--- config.mk ---
export PLATFORM = sky130hd
export DESIGN_NAME = trap_controller
export DESIGN_NICKNAME = d
export VERILOG_FILES = /design/src/rtl/trap_controller.sv
export SDC_FILE = /design/constraint.sdc
export NUM_CORES = 1
export LEC_CHECK = 0
export BUFFER_PORTS_ARGS = -buffer_cell sky130_fd_sc_hd__buf_2
export CAP_MARGIN = 20
export CORE_AREA = 2 2 121 123
export CTS_BUF_LIST = sky130_fd_sc_hd__clkbuf_4 sky130_fd_sc_hd__clkbuf_8 sky130_fd_sc_hd__clkbuf_16
export CTS_CLUSTER_DIAMETER = 80
export DETAILED_ROUTE_END_ITERATION = 7
export DIE_AREA = 0 0 123 125
export GPL_TIMING_DRIVEN = 0
export PLACE_DENSITY = 0.84
export SYNTH_ARGS = -nofsm -noshare
export SYNTH_HDL_FRONTEND = slang
export SYNTH_SLANG_ARGS = --single-unit
--- constraint.sdc ---
create_clock -name clk -period 2.6 [get_ports clk]
set_input_delay 0.26 -clock clk [delete_from_list [all_inputs] [get_ports clk]]
set_output_delay 0.26 -clock clk [all_outputs]
set_load 0.1 [all_outputs]
--- src/rtl/trap_controller.sv ---
// Machine-mode trap/mret sequencer: arbitrates trap sources, drives the CSR write port
// through MEPC/MCAUSE/MTVAL/MSTATUS and redirects fetch. Define TRAP_VECTORED_EN for vectored IRQs.
module trap_controller #(
   parameter int unsigned DONE_TIMEOUT = 15
) (
   input  logic        clk,
   input  logic        rst_n,
   input  logic        exc_illegal_i,
   input  logic        exc_ecall_i,
   input  logic        exc_ebreak_i,
   input  logic        mret_i,
   input  logic [31:0] exc_pc_i,
   input  logic [31:0] exc_tval_i,
   input  logic        irq_ext_i,
   input  logic        irq_sw_i,
   input  logic        irq_timer_i,
   input  logic [31:0] irq_pc_i,
   input  logic [31:0] mstatus_i,
   input  logic [31:0] mie_i,
   input  logic [31:0] mtvec_i,
   input  logic [31:0] mepc_i,
   output logic        csr_we_o,
   output logic [11:0] csr_addr_o,
   output logic [31:0] csr_wdata_o,
   input  logic        csr_write_done_i,
   output logic        stall_o,
   output logic        flush_o,
   output logic        trap_taken_o,
   output logic        redirect_valid_o,
   output logic [31:0] redirect_pc_o
);

   localparam logic [2:0] IDLE        = 3'd0;
   localparam logic [2:0] WR_MEPC     = 3'd1;
   localparam logic [2:0] WR_MCAUSE   = 3'd2;
   localparam logic [2:0] WR_MTVAL    = 3'd3;
   localparam logic [2:0] WR_MSTATUS  = 3'd4;
   localparam logic [2:0] MRET_STATUS = 3'd5;
   localparam logic [2:0] REDIRECT    = 3'd6;

   localparam logic [3:0] TMO_LAST = 4'(DONE_TIMEOUT - 1);

   logic [2:0]  state, state_nxt;
   logic [3:0]  cnt;
   logic [31:0] cause, epc, tval;
   logic        is_mret;

   logic        irq_en, exc_any, trap_req, advance;
   logic [31:0] cause_sel, epc_sel, tval_sel;
   logic [31:0] mstatus_trap, mstatus_mret, trap_base, trap_target;
   logic        unused_bits;

   assign irq_en  = mstatus_i[3];
   assign exc_any = exc_illegal_i | exc_ecall_i | exc_ebreak_i;

   always_comb begin
      trap_req  = 1'b1;
      cause_sel = 32'd0;
      epc_sel   = exc_pc_i;
      tval_sel  = 32'd0;
      if (exc_illegal_i) begin
         cause_sel = 32'd2;
         tval_sel  = exc_tval_i;
      end else if (exc_ecall_i) begin
         cause_sel = 32'd11;
      end else if (exc_ebreak_i) begin
         cause_sel = 32'd3;
      end else if (irq_en && irq_ext_i && mie_i[11]) begin
         cause_sel = 32'h8000_000B;
         epc_sel   = irq_pc_i;
      end else if (irq_en && irq_sw_i && mie_i[3]) begin
         cause_sel = 32'h8000_0003;
         epc_sel   = irq_pc_i;
      end else if (irq_en && irq_timer_i && mie_i[7]) begin
         cause_sel = 32'h8000_0007;
         epc_sel   = irq_pc_i;
      end else begin
         trap_req  = 1'b0;
      end
   end

   always_comb begin
      mstatus_trap        = mstatus_i;
      mstatus_trap[7]     = mstatus_i[3];
      mstatus_trap[3]     = 1'b0;
      mstatus_trap[12:11] = 2'b11;
      mstatus_mret        = mstatus_i;
      mstatus_mret[3]     = mstatus_i[7];
      mstatus_mret[7]     = 1'b1;
      mstatus_mret[12:11] = 2'b11;
   end

   assign trap_base = {mtvec_i[31:2], 2'b00};
`ifdef TRAP_VECTORED_EN
   assign trap_target = (cause[31] && mtvec_i[1:0] == 2'b01) ?
                        trap_base + {26'd0, cause[3:0], 2'b00} : trap_base;
`else
   assign trap_target = trap_base;
`endif
   assign unused_bits = ^{mie_i, mtvec_i[1:0]};

   // An acknowledge in the same cycle as the write pulse counts.
   assign advance = csr_write_done_i || (cnt == TMO_LAST);

   always_comb begin
      state_nxt = state;
      case (state)
         IDLE: begin
            if (trap_req)    state_nxt = WR_MEPC;
            else if (mret_i) state_nxt = MRET_STATUS;
         end
         WR_MEPC:     if (advance) state_nxt = WR_MCAUSE;
         WR_MCAUSE:   if (advance) state_nxt = WR_MTVAL;
         WR_MTVAL:    if (advance) state_nxt = WR_MSTATUS;
         WR_MSTATUS:  if (advance) state_nxt = REDIRECT;
         MRET_STATUS: if (advance) state_nxt = REDIRECT;
         REDIRECT:    state_nxt = IDLE;
         default:     state_nxt = IDLE;
      endcase
   end

   always_ff @(posedge clk) begin
      if (!rst_n) begin
         state            <= IDLE;
         cnt              <= 4'd0;
         cause            <= 32'd0;
         epc              <= 32'd0;
         tval             <= 32'd0;
         is_mret          <= 1'b0;
         csr_we_o         <= 1'b0;
         csr_addr_o       <= 12'd0;
         csr_wdata_o      <= 32'd0;
         flush_o          <= 1'b0;
         trap_taken_o     <= 1'b0;
         redirect_valid_o <= 1'b0;
         redirect_pc_o    <= 32'd0;
      end else begin
         state            <= state_nxt;
         cnt              <= cnt + 4'd1;
         csr_we_o         <= 1'b0;
         flush_o          <= 1'b0;
         trap_taken_o     <= 1'b0;
         redirect_valid_o <= 1'b0;
         if (state == IDLE) begin
            if (trap_req) begin
               cause        <= cause_sel;
               epc          <= epc_sel;
               tval         <= tval_sel;
               is_mret      <= 1'b0;
               flush_o      <= 1'b1;
               trap_taken_o <= 1'b1;
            end else if (mret_i) begin
               is_mret      <= 1'b1;
               flush_o      <= 1'b1;
            end
         end
         if (state_nxt != state) begin
            case (state_nxt)
               WR_MEPC: begin
                  csr_we_o    <= 1'b1;
                  csr_addr_o  <= 12'h341;
                  csr_wdata_o <= epc_sel;
                  cnt         <= 4'd0;
               end
               WR_MCAUSE: begin
                  csr_we_o    <= 1'b1;
                  csr_addr_o  <= 12'h342;
                  csr_wdata_o <= cause;
                  cnt         <= 4'd0;
               end
               WR_MTVAL: begin
                  csr_we_o    <= 1'b1;
                  csr_addr_o  <= 12'h343;
                  csr_wdata_o <= tval;
                  cnt         <= 4'd0;
               end
               WR_MSTATUS: begin
                  csr_we_o    <= 1'b1;
                  csr_addr_o  <= 12'h300;
                  csr_wdata_o <= mstatus_trap;
                  cnt         <= 4'd0;
               end
               MRET_STATUS: begin
                  csr_we_o    <= 1'b1;
                  csr_addr_o  <= 12'h300;
                  csr_wdata_o <= mstatus_mret;
                  cnt         <= 4'd0;
               end
               REDIRECT: begin
                  redirect_valid_o <= 1'b1;
                  redirect_pc_o    <= is_mret ? mepc_i : trap_target;
               end
               default: ;
            endcase
         end
      end
   end

   assign stall_o = (state != IDLE);

endmodule
======== After elaboration in Yosys (flattened, before gate mapping) ========
Cells that the tools add are included.
W data, S select, Z words.
storage, ports and cells
  bits of input ports ..................... 234
  register bits after elaboration ......... 152
  output and inout port bits .............. 81
  word-level logic and storage cells ...... 86
cells by class
  mux-type cells .......................... 38
  reductions and logical operators ........ 22
  add/sub/neg operators ................... 1
  equal/unequal tests ..................... 13
operator list
  operator               number
  $mux W32               14
  $pmux W32 S5           1
  $pmux W12 S4           1
  $mux W3                6
  $eq A3 B3 Y1 const B   5
  $pmux W3 S5            1
  $reduce_and A2 Y1      7
  $mux W1                13
  $eq A3 B2 Y1 const B   4
  $mux W4                2
  $eq A3 B1 Y1 const B   2
  $logic_and A1 B1 Y1    6
  $reduce_bool A5 Y1     1
  $reduce_or A5 Y1       1
  $add A4 B1 Y4 const B  1
  $eq A4 B4 Y1 const B   1
  $reduce_bool A4 Y1     1
  $reduce_or A2 Y1       2
  $logic_not A3 Y1       1
  $ne A3 B3 Y1           1
  $reduce_bool A3 Y1     1
  $reduce_bool A2 Y1     1
  $logic_or A1 B1 Y1     1

======== Longest topological paths before layout ========
Gate-level depths: netlist (run 1).
  depth after elaboration ................. 14
  mapped depth ............................ 11
  gate-level depth less buffers ........... 8

======== Least setup slack after synthesis (run 1) ========
OpenSTA, ideal clock, no wires.
  path type ............................... register to register
  start point ............................. reg state[1]
  end point ............................... reg csr_addr_o[6]
  setup slack ............................. -241 ps
  setup time .............................. 86 ps
  stages on the path, launching flop included .. 11
  arrival ................................. 2755 ps
  period minus slack after synthesis ...... 2841 ps
  cell sequence ........................... dfxtp_1 > buf_2 > nor3_1 > inv_2 > clkbuf_1 > nor2_1 > a22oi_1 > nor2b_1 > clkbuf_1 > a21oi_1 > a211oi_1
between the ends
  word-level cells in the longest chain between the ends .. 7
  elaborated cells between the ends (all ways) .. 24
  those cells by class .................... eq/ne: 11; mux: 8; reduce/logical: 5
ends and longest elaborated chain
  what                                                          line      source
  start, declared                                               43        logic [2:0] state, state_nxt;
  start signal, assigned                                        138       state <= state_nxt;
  $eq A3 B3 Y1 or $mux W3 (tied branches)                       107, 110
  $reduce_or A2 Y1 (no source line) or $mux W3 (tied branches)  -
  $pmux W3 S5                                                   107       case (state)
  $eq A3 B3 Y1                                                  158       case (state_nxt)
  $reduce_or A2 Y1 (no source line)                             -
  $reduce_bool A4 Y1 (no source line)                           -
  $reduce_and A2 Y1 (no source line)                            -
  end signal, assigned                                          161       csr_addr_o <= 12'h341;
  end signal, assigned                                          167       csr_addr_o <= 12'h342;
  end signal, assigned                                          173       csr_addr_o <= 12'h343;
  end, declared                                                 23        output logic [11:0] csr_addr_o,
Parallel ways exist; a longest one is shown, timed or not. The select of a mux whose other input is x is not followed.
A chain may end at the register's enable or synchronous reset.

======== Worst setup path in the final report (run 1) ========
  start point ............................. reg state[1]
  end point ............................... reg csr_wdata_o[23]
between the ends
  word-level cells in the longest chain between the ends .. 6
  elaborated cells between the ends (all ways) .. 23
  those cells by class .................... eq/ne: 11; mux: 8; reduce/logical: 4
ends and longest elaborated chain
  what                                                          line      source
  $eq A3 B3 Y1 or $mux W3 (tied branches)                       107, 110
  $reduce_or A2 Y1 (no source line) or $mux W3 (tied branches)  -
  $pmux W3 S5                                                   107
  $eq A3 B3 Y1, or another cell as far along                    158
  $reduce_bool A5 Y1 (no source line)                           -
  $reduce_and A2 Y1 (no source line)                            -
  end signal, assigned                                          162       csr_wdata_o <= epc_sel;
  end signal, assigned                                          168       csr_wdata_o <= cause;
  end signal, assigned                                          174       csr_wdata_o <= tval;
  end, declared                                                 24        output logic [31:0] csr_wdata_o,
Parallel ways exist; a longest one is shown, timed or not.

==> results of run 1 <==
stage by stage:
step                      utilization  setup TNS, ns  total power [uW]  std cells
after detailed placement        0.538          -6.51              4880       1168
after CTS                       0.577        -0.0346              6990       1200
after floorplan                     -              0              4250        711
after global placement          0.538          -4.85              4840       1168
final                           0.587        -0.0658              7070       1202
after global routing            0.586         -0.365              7320       1201
worst max-delay path, cell delays in order (launching register included):
cell       delay, ns
dfxtp_2         0.38
or4b_4          0.57
a2111oi_4       0.32
buf_4           0.20
or2_4           0.16
buf_8           0.15
buf_6           0.15
nor3_1          0.08
a221oi_1        0.36
a211oi_1        0.16
how the worst max path moves through the flow:
stage / start / slack, ns / depth (start not counted) / endpoint
floorplan: state[1] / 0.21 / 10 / csr_wdata_o[18]
global placement: cnt[0] / -0.27 / 10 / csr_wdata_o[13]
detailed placement: cnt[0] / -0.32 / 10 / csr_wdata_o[13]
CTS: cnt[0] / -0.03 / 11 / csr_wdata_o[13]
global route: cnt[0] / -0.13 / 10 / csr_wdata_o[23]
finish: state[1] / -0.07 / 9 / csr_wdata_o[23]
sequential cells by signal, summed over array words and instances, names as in the netlist:
register / flops
cnt: 4
cause: 5
redirect_valid_o: 1
trap_taken_o: 1
tval: 32
state: 3
csr_addr_o: 4
is_mret: 1
redirect_pc_o: 32
csr_wdata_o: 32
csr_we_o: 1
flush_o: 1
layout by cell type (no fill, tap or decap), types with 4 or more instances in the layout:
cell type   netlist  layout
buf_2            22     288
dfxtp_1         117     115
nor2_1           78      76
a21oi_1          70      70
mux2i_1          58      58
a211oi_1         51      51
nor3_1           46      43
nand2_1          38      37
clkbuf_1         42      31
a22oi_1          25      25
nand3_1          23      22
buf_4            14      18
clkbuf_16         0      17
a221oi_1         18      16
o21ai_0          11      11
clkbuf_4          0       8
clkbuf_2          0       7
and3_1            8       7
conb_1            1       7
mux2_2            6       6
a32oi_1           6       6
a21o_1            6       6
o311a_1           6       6
o211ai_1          6       6
clkinvlp_4        0       4
per-layer routing:
layer / GRT usage / vias to the layer above / part of all wire
li1: - / 3214 / -
met2: 0.486 / 489 / 0.49
met3: 0.0725 / 74 / 0.11
met1: 0.334 / 3169 / 0.36
met4: 0.124 / 2 / 0.035
met5: 0 / - / 0.00030
layout make-up:
cell class / count / area (um2) / area share
Antenna cell: 3 / 7.51 / 0.000901
Buffer: 77 / 429 / 0.0515
Clock buffer: 24 / 484 / 0.0581
Clock inverter: 8 / 53.8 / 0.00646
Inverter: 5 / 18.8 / 0.00225
Multi-Input combinational cell: 508 / 3360 / 0.404
Sequential cell: 117 / 2340 / 0.281
Tap cell: 184 / 230 / 0.0276
Timing Repair Buffer: 276 / 1400 / 0.168
what timing repair did:
item                                    CTS  global route
endpoints found under the setup margin   38            59
pin swaps                                 0             6
buffers inserted                          0             3
gates resized for setup                   7            46
power groups by stage:
| stage | logic (uW) | registers [uW] | clock network (uW) |
|---|---|---|---|
| 2_1_floorplan | 1060 | 3190 | 0 |
| 3_3_place_gp | 2700 | 2140 | 0 |
| 3_5_place_dp | 2730 | 2140 | 0 |
| 4_1_cts | 2750 | 2110 | 2130 |
| 5_1_grt | 2960 | 2150 | 2220 |
| 6_report | 2820 | 2130 | 2120 |
logic make-up (layout without fill, tap and decap cells):
logic type,Yosys count,after routing
and+or+nand+nor,210,210
muxes,64,64
buffers and inverters,86,390
adders and majority gates,2,2
DFF,117,117
AOI/OAI and AO/OA,222,222
other,1,10
xor gates and xnor gates,3,3
==> impl_results.md, run 1 <==
* I/O pins at roughly 320
* CP Max Fanout at 10
* Clk network pwr share at 0.300
* Synth Cell Area at roughly 6000 um2
* Leak at around 0.0036 uW
* Slew of the pin with the lowest slew margin at between 0.6 and 0.7 ns
* FILL cells at between 1000 and 1500
* Row count at 44
* CP Capture Type: flop
* Largest family of logic cells by synthesized area: compound AO/OA/AOI/OAI gates
* Post-Synth Adder-Cell Area at 0.00416
* Multiplexer area fraction after synthesis at 0.108
* Setup Crit Path Kind: reg -> reg
* P_int at around 4000 uW
* Top cells by count, synth: 117 x dfxtp_1, 78 x nor2_1, 70 x a21oi_1
* Slew HR at 0.548
* WL final at ~23 mm
* Nets at roughly 1200
* Remaining Overflow, GRT at 0
* PortBufs at 273
* Max rail drop VDD at between 0.4 and 0.5 mV
* Clock H-tree levels at 4
* Switching Fraction at 0.433
* Syn_area_per_cell at roughly 8.5 um2
* CP startpoint kind: flop
* DRT iter0 DRCs at roughly 640
* Via count at about 6900
* Pwr dens at approximately 850 nW/um2
* Post-placement setup slack at -0.325 ns
* Yosys top cell area share at 0.389
* Post-Synth XOR/XNOR Area at 0.00437
* Combinational share of power at 0.399
* Synth Area in Simple Gates at 0.164
* Tcrit/Tclk final at 1.03
* Drt drc at 0
* Initial Utilization at 0.424
* Main synth FF type: dfxtp_1
* WP data required at between 2 and 3 ns
* Worst Path Arrival at roughly 3.0 ns
* Initial antenna violation count at 3
* WHS Endpoint: tval[16]
* Switching power at 3060 uW
* Pin count of the biggest net entering global routing at 17
* TritonCTS clock tree: built
* Routability Congestion at a little over 0.9
* Final cell area excluding filler cells at roughly 8300 um2
* R2R Path End: csr_wdata_o[23]
* Detailed Place HPWL at about 18 mm
* Synth top area cells: dfxtp_1 39%, mux2i_1 9.7%, a211oi_1 6.4%, a21oi_1 5.8%, nor2_1 4.9%
* Sequential element share of the synthesized area at 0.389
* Post-synth EDFFs at 0
* # hold bufs at CTS at 0
* Min setup slack post-route at -0.0658 ns
* Reg clk slew, reported paths at around 0.060 ns
* Status: finished, violations left
* Synth area leader: dfxtp_1
* Slew Limit Fails at 0
* Seq cells post-synth at between 100 and 150
* Hold Slack at slightly below 0.09 ns
* Min Tclk post-route at roughly 2.7 ns
* CTS Sinks at 117
* Die W at ~120 um
* Post-Synthesis Cells at ~700
* Achievable frequency at approximately 380 MHz
* Core area at roughly 14000 um2
* Reg2reg start: state[1]
* Clk_skew at 0.00978 ns
* # setup viols final at 1
* Area delta synth->final at 38.5%
* Total of max-cap violations at 0
* Layout cells sized above 1 at 0.384
* Type of the worst min-delay path: in -> reg
* Via/cell ratio at approximately 5.8
* Count leader, synth: dfxtp_1
* Gr usage total at 0.285
* Hold wc startpoint: exc_tval_i[16]
* Worst-Skew Late Latency at between 0.4 and 0.5 ns
* Hold Path Depth at 3
* Part of the power in registers at 0.301
* Failing checks: negative setup slack
* TritonRoute pass-1 iters at 5
* Clk buf depth at 2
* Yosys Warn Count at 0
* First-pass GRT wire length at ~33 mm
* Vias in the first global route at 6378
* Final ANT Viol Nets at 0
* Worst-case reg-to-reg path depth at 9
* Die outline height at between 100 and 150 um
* Synth unique cells at 56
* Final Hold Fails at 0
* Total CTS buffers at 17
* R2R Setup Slk at -0.07 ns
* Post-synthesis compound-gate area fraction at 0.260
* Root Buffer: clkbuf_16
* Asr flop ratio synth at 0
* Dpl cell area at 7640 um2
* DIE AREA at around 15000 um2
* WL/cell at 19.1 um
Power figures use the tool's default switching activity.
==> run 2: changes to the inputs <==
Settings changed: REMOVE_ABC_BUFFERS set to 1.
==> impl_results.md, run 2 (synthesized netlist as in run 1, its figures left out) <==
* Status: finished clean
* Vias in the first global route at 6156 (-3.5%)
* Pin count of the biggest net entering global routing at 54 (+37)
* Achievable frequency at 395 MHz (+5.2%)
* Combinational share of power at 0.394 (-0.005)
* Total CTS buffers at 17 (unchanged)
* Origin of the worst setup path: state[1]
* Worst Path Arrival at 2.89 ns (-0.06 ns)
* Final Hold Fails at 0 (unchanged)
* # hold bufs at CTS at 0 (unchanged)
* Initial antenna violation count at 2 (-1)
* Slew HR at 0.391 (-0.157)
* Via/cell ratio at 5.69 (-1.6%)
* R2R Path End: csr_wdata_o[0]
* Initial Utilization at 0.424 (unchanged)
* CP startpoint kind: flop
* WL final at 22.5 mm (-2.0%)
* TritonRoute pass-1 iters at 5 (unchanged)
* Total of max-cap violations at 0 (unchanged)
* Reg clk slew, reported paths at 0.06 ns (about the same)
* Switching Fraction at 0.413 (-0.0199)
* FILL cells at 1268 (-4.1%)
* P_int at 4400 uW (+9.6%)
* Switching power at 3090 uW (+1.0%)
* WL/cell at 19.2 um (+0.25%)
* PortBufs at 274 (+0.37%)
* Reg2reg start: state[1]
* Area delta synth->final at 42.8%
* First-pass GRT wire length at 33.0 mm (-1.3%)
* TritonCTS clock tree: built
* Root Buffer: clkbuf_16
* Clk buf depth at 2 (unchanged)
* Slew of the pin with the lowest slew margin at 0.913 ns (+0.235 ns)
* Worst-case reg-to-reg path depth at 10 (+1)
* Min setup slack post-route at 0.0658 ns (+0.132 ns)
* Core area at 14200 um2 (unchanged)
* Clock H-tree levels at 4 (unchanged)
* Top Registers: csr_wdata_o: 32 flops, redirect_pc_o: 32 flops, tval: 32 flops
* Detailed Place HPWL at 13.9 mm (-21%)
* Via count at 6683 (-3.8%)
* Clk_skew at 0.00578 ns (-0.00399 ns)
* Cell Chain, Critical Path: or4b_4 > a2111oi_4 > buf_6 > buf_4 > o22a_4 > nor2b_4 > buf_12 > buf_16 > o311ai_1 > o221a_2
* CP Capture Point: csr_wdata_o[0]
* Nets at 1213 (-2.0%)
* DIE AREA at 15400 um2 (unchanged)
* CP Capture Type: flop
* Die W at 123 um (unchanged)
* Post-placement setup slack at -1.40 ns (-1.07 ns)
* Critical path's largest stage delay at 0.58 ns (about the same)
* Leak at 0.00372 uW (+3.1%)
* Routability Congestion at 0.807 (-11%)
* # setup viols final at 0 (-1)
* Most frequent cells in the layout: 274 x buf_2, 113 x dfxtp_1, 77 x nor2_1, 69 x a21oi_1, 57 x mux2i_1
* DRT iter0 DRCs at 497 (-22%)
* Drt drc at 0 (unchanged)
* Min Tclk post-route at 2.53 ns (-0.132 ns)
* Tcrit/Tclk final at 0.975 (-0.0506)
* Die outline height at 125 um (unchanged)
* Pwr dens at 871 nW/um2 (+2.7%)
* Remaining Overflow, GRT at 0 (unchanged)
* Final ANT Viol Nets at 0 (unchanged)
* Setup Crit Path Kind: reg -> reg
* Clk network pwr share at 0.320 (+0.020)
* Type of the worst min-delay path: in -> reg
* CTS Sinks at 117 (unchanged)
* Layout cells sized above 1 at 0.405 (+0.0208)
* CP Max Fanout at 20 (+10)
* Gr usage total at 0.280 (-0.00539)
* Worst-Skew Late Latency at 0.41 ns (about the same)
* Slowest cell on the critical path: or4b_4
* Hold wc startpoint: exc_tval_i[14]
* WP data required at 2.96 ns (+0.08 ns)
* Total power at 7490 uW (+5.9%)
* R2R Setup Slk at 0.07 ns (+0.13 ns)
* I/O pins at 315 (unchanged)
* Part of the power in registers at 0.286 (-0.015)
* Leading cell type in the layout, fill and taps excluded: buf_2
* Max rail drop VDD at 0.466 mV (+1.3%)
* Row count at 44 (unchanged)
* Slew Limit Fails at 0 (unchanged)
run 2: layout make-up:
| class | count | area (um2) | share of cell area |
|---|---|---|---|
| clock inverters | 11 | 130 | 0.0151 |
| multi-input cells | 515 | 3460 | 0.403 |
| well taps | 184 | 230 | 0.0268 |
| inverters | 5 | 21.3 | 0.00248 |
| repair buffers | 321 | 1920 | 0.224 |
| diodes | 1 | 2.50 | 0.000291 |
| clock buffers | 21 | 474 | 0.0552 |
| flip-flops and latches | 117 | 2350 | 0.274 |
run 2: critical path, delay by kind of cell, from the launching register on:
kind            cells  cell delay, ns
flops               1            0.40
buf+inv             4            0.57
simple gates        2            0.66
compound gates      4            0.84
run 2: what timing repair did:
action | 4_1_cts | 5_1_grt
resized for setup | 18 | 14
buffers inserted | 16 | 18
setup endpoints to repair | 68 | 46
hold endpoints to repair | 0 | 0
cloned | 6 | 2
pin swaps | 9 | 4
run 2: worst min path at each step:
stage,to,slack [ns],cells past startpoint
after floorplan,csr_addr_o[8],0.38,1
after global placement,tval[27],0.44,2
after detailed placement,tval[26],0.45,2
after CTS,tval[7],0.09,3
after global routing,tval[13],0.10,3
final,tval[14],0.10,3
run 2: per-stage QoR:
stage	hold slack, ns	instance area [um2]	TNS, ns	utilization	instances
floorplan	0.378	5640	-101.18	-	630
global placement	0.440	7240	-308.46	0.510	1088
detailed placement	0.446	7450	-53.85	0.524	1099
CTS	0.0907	8360	0	0.589	1153
global route	0.104	8590	-0.0193	0.605	1174
finish	0.102	8590	0	0.605	1175
run 2: power groups by stage:
stage                     logic [uW]  registers [uW]  clock network (uW)
after global placement          2580            2160                   0
after global routing            3100            2160                2510
final                           2950            2140                2400
after detailed placement        2660            2170                   0
after floorplan                  909            3230                   0
after CTS                       2830            2130                2410
run 2: routing by layer:
| metal | vias up | global-route usage | wire length, um |
|---|---|---|---|
| met4 | 2 | 0.101 | 498 |
| met3 | 41 | 0.0593 | 2050 |
| li1 | 3168 | - | - |
| met2 | 389 | 0.474 | 11000 |
| met1 | 3083 | 0.347 | 8940 |
| met5 | - | 0 | 13 |
==> run 3: changes to the inputs <==
Settings changed: ABC_AREA set to 1, CORE_AREA 2 2 121 123 to 2 2 122 124, DIE_AREA 0 0 123 125 to 0 0 124 126, PLACE_DENSITY 0.84 to 0.8.
==> impl_results.md, run 3 <==
* Synth Cell Area at 5660 um2 (-6.0%)
* Slew of the pin with the lowest slew margin at 1.12 ns (+0.210 ns)
* Final ANT Viol Nets at 0 (unchanged)
* Status: finished clean
* Vias in the first global route at 5698 (-7.4%)
* WP data required at 2.90 ns (-0.06 ns)
* Via count at 6293 (-5.8%)
* Core area at 14300 um2 (+0.78%)
* Main synth FF type: dfxtp_1
* I/O pins at 315 (unchanged)
* Synth top area cells: dfxtp_1 41%, nand2_1 18%, nand3_1 12%, mux2_2 5.4%, a21oi_1 3.5%
* TritonRoute pass-1 iters at 4 (-1)
* Type of the worst min-delay path: in -> reg
* Min Tclk post-route at 2.38 ns (-0.158 ns)
* Setup Crit Path Kind: reg -> reg
* Syn_area_per_cell at 7.22 um2 (-15%)
* DR WL met2 at 9.93 mm (-9.9%)
* Root Buffer: clkbuf_16
* Final Hold Fails at 0 (unchanged)
* # hold bufs at CTS at 0 (unchanged)
* First-pass GRT wire length at 28.7 mm (-13%)
* Post-synth EDFFs at 0 (unchanged)
* Top cells by count, synth: 272 x nand2_1, 135 x nand3_1, 117 x dfxtp_1
* Count leader, synth: nand2_1
* Most frequent cells in the layout: 274 x buf_2, 271 x nand2_1, 135 x nand3_1, 117 x dfxtp_1, 39 x a21oi_1
* Min setup slack post-route at 0.224 ns (+0.158 ns)
* Detailed Place HPWL at 13.2 mm (-5.1%)
* Top Registers: csr_wdata_o: 32 flops, redirect_pc_o: 32 flops, tval: 32 flops
* Row count at 44 (unchanged)
* Clk buf depth at 2 (unchanged)
* CP Capture Type: flop
* Pin count of the biggest net entering global routing at 51 (-5.6%)
* Unrepaired setup endpoints after global routing: false
* TritonCTS clock tree: built
* DIE AREA at 15600 um2 (+1.6%)
* Metal3 WL at 1.98 mm (-3.6%)
* Area delta synth->final at 38.0%
* Initial Utilization at 0.395 (-0.0284)
* WL met1 at 7.67 mm (-14%)
* Routability Congestion at 0.823 (+2.0%)
* Hold Slack at 0.0768 ns (-0.0252 ns)
* Slew HR at 0.250 (-0.141)
* Gr usage total at 0.239 (-0.0407)
* Initial antenna violation count at 0 (-2)
* Achievable frequency at 421 MHz (+6.7%)
* Die outline height at 126 um (+0.80%)
* Final cell area excluding filler cells at 7800 um2 (-9.2%)
* Seq cells post-synth at 117 (unchanged)
* Dpl cell area at 7080 um2 (-4.9%)
* Die W at 124 um (+0.81%)
* Total power at 6490 uW (-13%)
* FILL cells at 1368 (+7.9%)
* Fin cells at 1230 (+4.7%)
* CP Max Fanout at 33 (+65%)
* WL final at 19.9 mm (-12%)
* Post-Synthesis Cells at 783 (+11%)
* Pwr dens at 832 nW/um2 (-4.5%)
* Worst-Skew Late Latency at 0.41 ns (about the same)
* WL/cell at 16.2 um (-16%)
* Post-placement setup slack at -1.05 ns (+0.346 ns)
* Tcrit/Tclk final at 0.914 (-0.0608)
* Via/cell ratio at 5.12 (-10%)
* Synth unique cells at 31 (-45%)
* CP startpoint kind: flop
* Max rail drop VDD at 0.396 mV (-15%)
* Remaining Overflow, GRT at 0 (unchanged)
* Total CTS buffers at 17 (unchanged)
* Antenna cells at 0 (-1)
* Slew Limit Fails at 0 (unchanged)
* PortBufs at 274 (unchanged)
* Asr flop ratio synth at 0 (unchanged)
* Total of max-cap violations at 0 (unchanged)
* Sequential element share of the synthesized area at 0.414 (+0.0248)
* # setup viols final at 0 (unchanged)
* Leak at 0.00391 uW (+5.1%)
* Yosys Warn Count at 0 (unchanged)
* Yosys top cell area share at 0.414 (+0.0248)
* Clk_skew at 0.00806 ns (+0.00228 ns)
* Post-Place Cells at 1190 (+8.3%)
* Top sig layer: met4
* Nets at 1273 (+4.9%)
* Layout cells sized above 1 at 0.358 (-0.0475)
* DRT iter0 DRCs at 368 (-26%)
* Synth area leader: dfxtp_1
* Clock H-tree levels at 4 (unchanged)
* Leading cell type in the layout, fill and taps excluded: buf_2
* Reg clk slew, reported paths at 0.05 ns (about the same)
* Drt drc at 0 (unchanged)
* CTS Sinks at 117 (unchanged)
* Worst Path Arrival at 2.68 ns (-0.21 ns)
==> run 3: timing repair <==
item / in CTS / in global routing
gates cloned: 2 / 2
gates resized for setup: 2 / 3
setup buffers: 1 / 5
setup endpoints to repair: 39 / 30
pin swaps: 2 / 4
==> run 3: worst max-delay path, cell delays in order, from the launching register on <==
cell     delay, ns
dfxtp_1       0.37
inv_1         0.06
ha_1          0.20
nand3_2       0.09
nand2_2       0.08
nand2_1       0.08
nand2_1       0.07
nand2_1       0.13
nand2_4       0.14
nand2_4       0.16
nand2_4       0.15
inv_6         0.26
nand3_1       0.26
nand3_1       0.15
nand2_1       0.05
==> run 3: logic make-up after synthesis <==
kind of cell               Yosys count  share of synthesized area
xor gates and xnor gates             3                    0.00465
buffers and inverters               81                     0.0686
muxes                               27                     0.0538
adders and majority gates            2                    0.00442
and+or+nand+nor                    439                      0.342
AOI/OAI and AO/OA                  113                      0.112
DFF                                117                      0.414
other                                1                   0.000663
==> run 3: power breakdown <==
part | internal (uW) | total (uW) | switching, uW
registers | 1970 | 2060 | 91.4
logic | 512 | 2240 | 1730
clock network | 1420 | 2190 | 771
total | 3900 | 6490 | 2590
==> run 3: area by class of cell <==
class	instances	area (um2)	area share
repair buffers	286	1590	0.203
clock inverters	5	50.0	0.00641
clock buffers	23	502	0.0643
flip-flops and latches	117	2340	0.300
well taps	184	230	0.0295
inverters	20	80.1	0.0103
multi-input cells	595	3010	0.386
==> run 3: path summary, 6_finish.rpt <==
check / startpoint / endpoint / slack [ns] / depth (start not counted)
max: cnt[0] / csr_wdata_o[3] / 0.22 / 14
min: mepc_i[0] / redirect_pc_o[0] / 0.08 / 3
max reg2reg: cnt[0] / csr_wdata_o[3] / 0.22 / 14
min reg2reg: cause[1] / cause[1] / 0.44 / 2
==> run 3: layer usage <==
layer  vias to the layer above  global-route usage
met4                         0              0.0912
met1                      2836               0.267
met2                       311               0.428
met3                        27              0.0630
li1                       3119                   -
met5                         -                   0
==> run 3: through the flow <==
stage | setup TNS [ns] | utilization
3_5_place_dp | -35.16 | 0.495
3_3_place_gp | -143.03 | 0.487
5_1_grt | 0 | 0.545
2_1_floorplan | -19.14 | -
4_1_cts | 0 | 0.536
6_report | 0 | 0.545
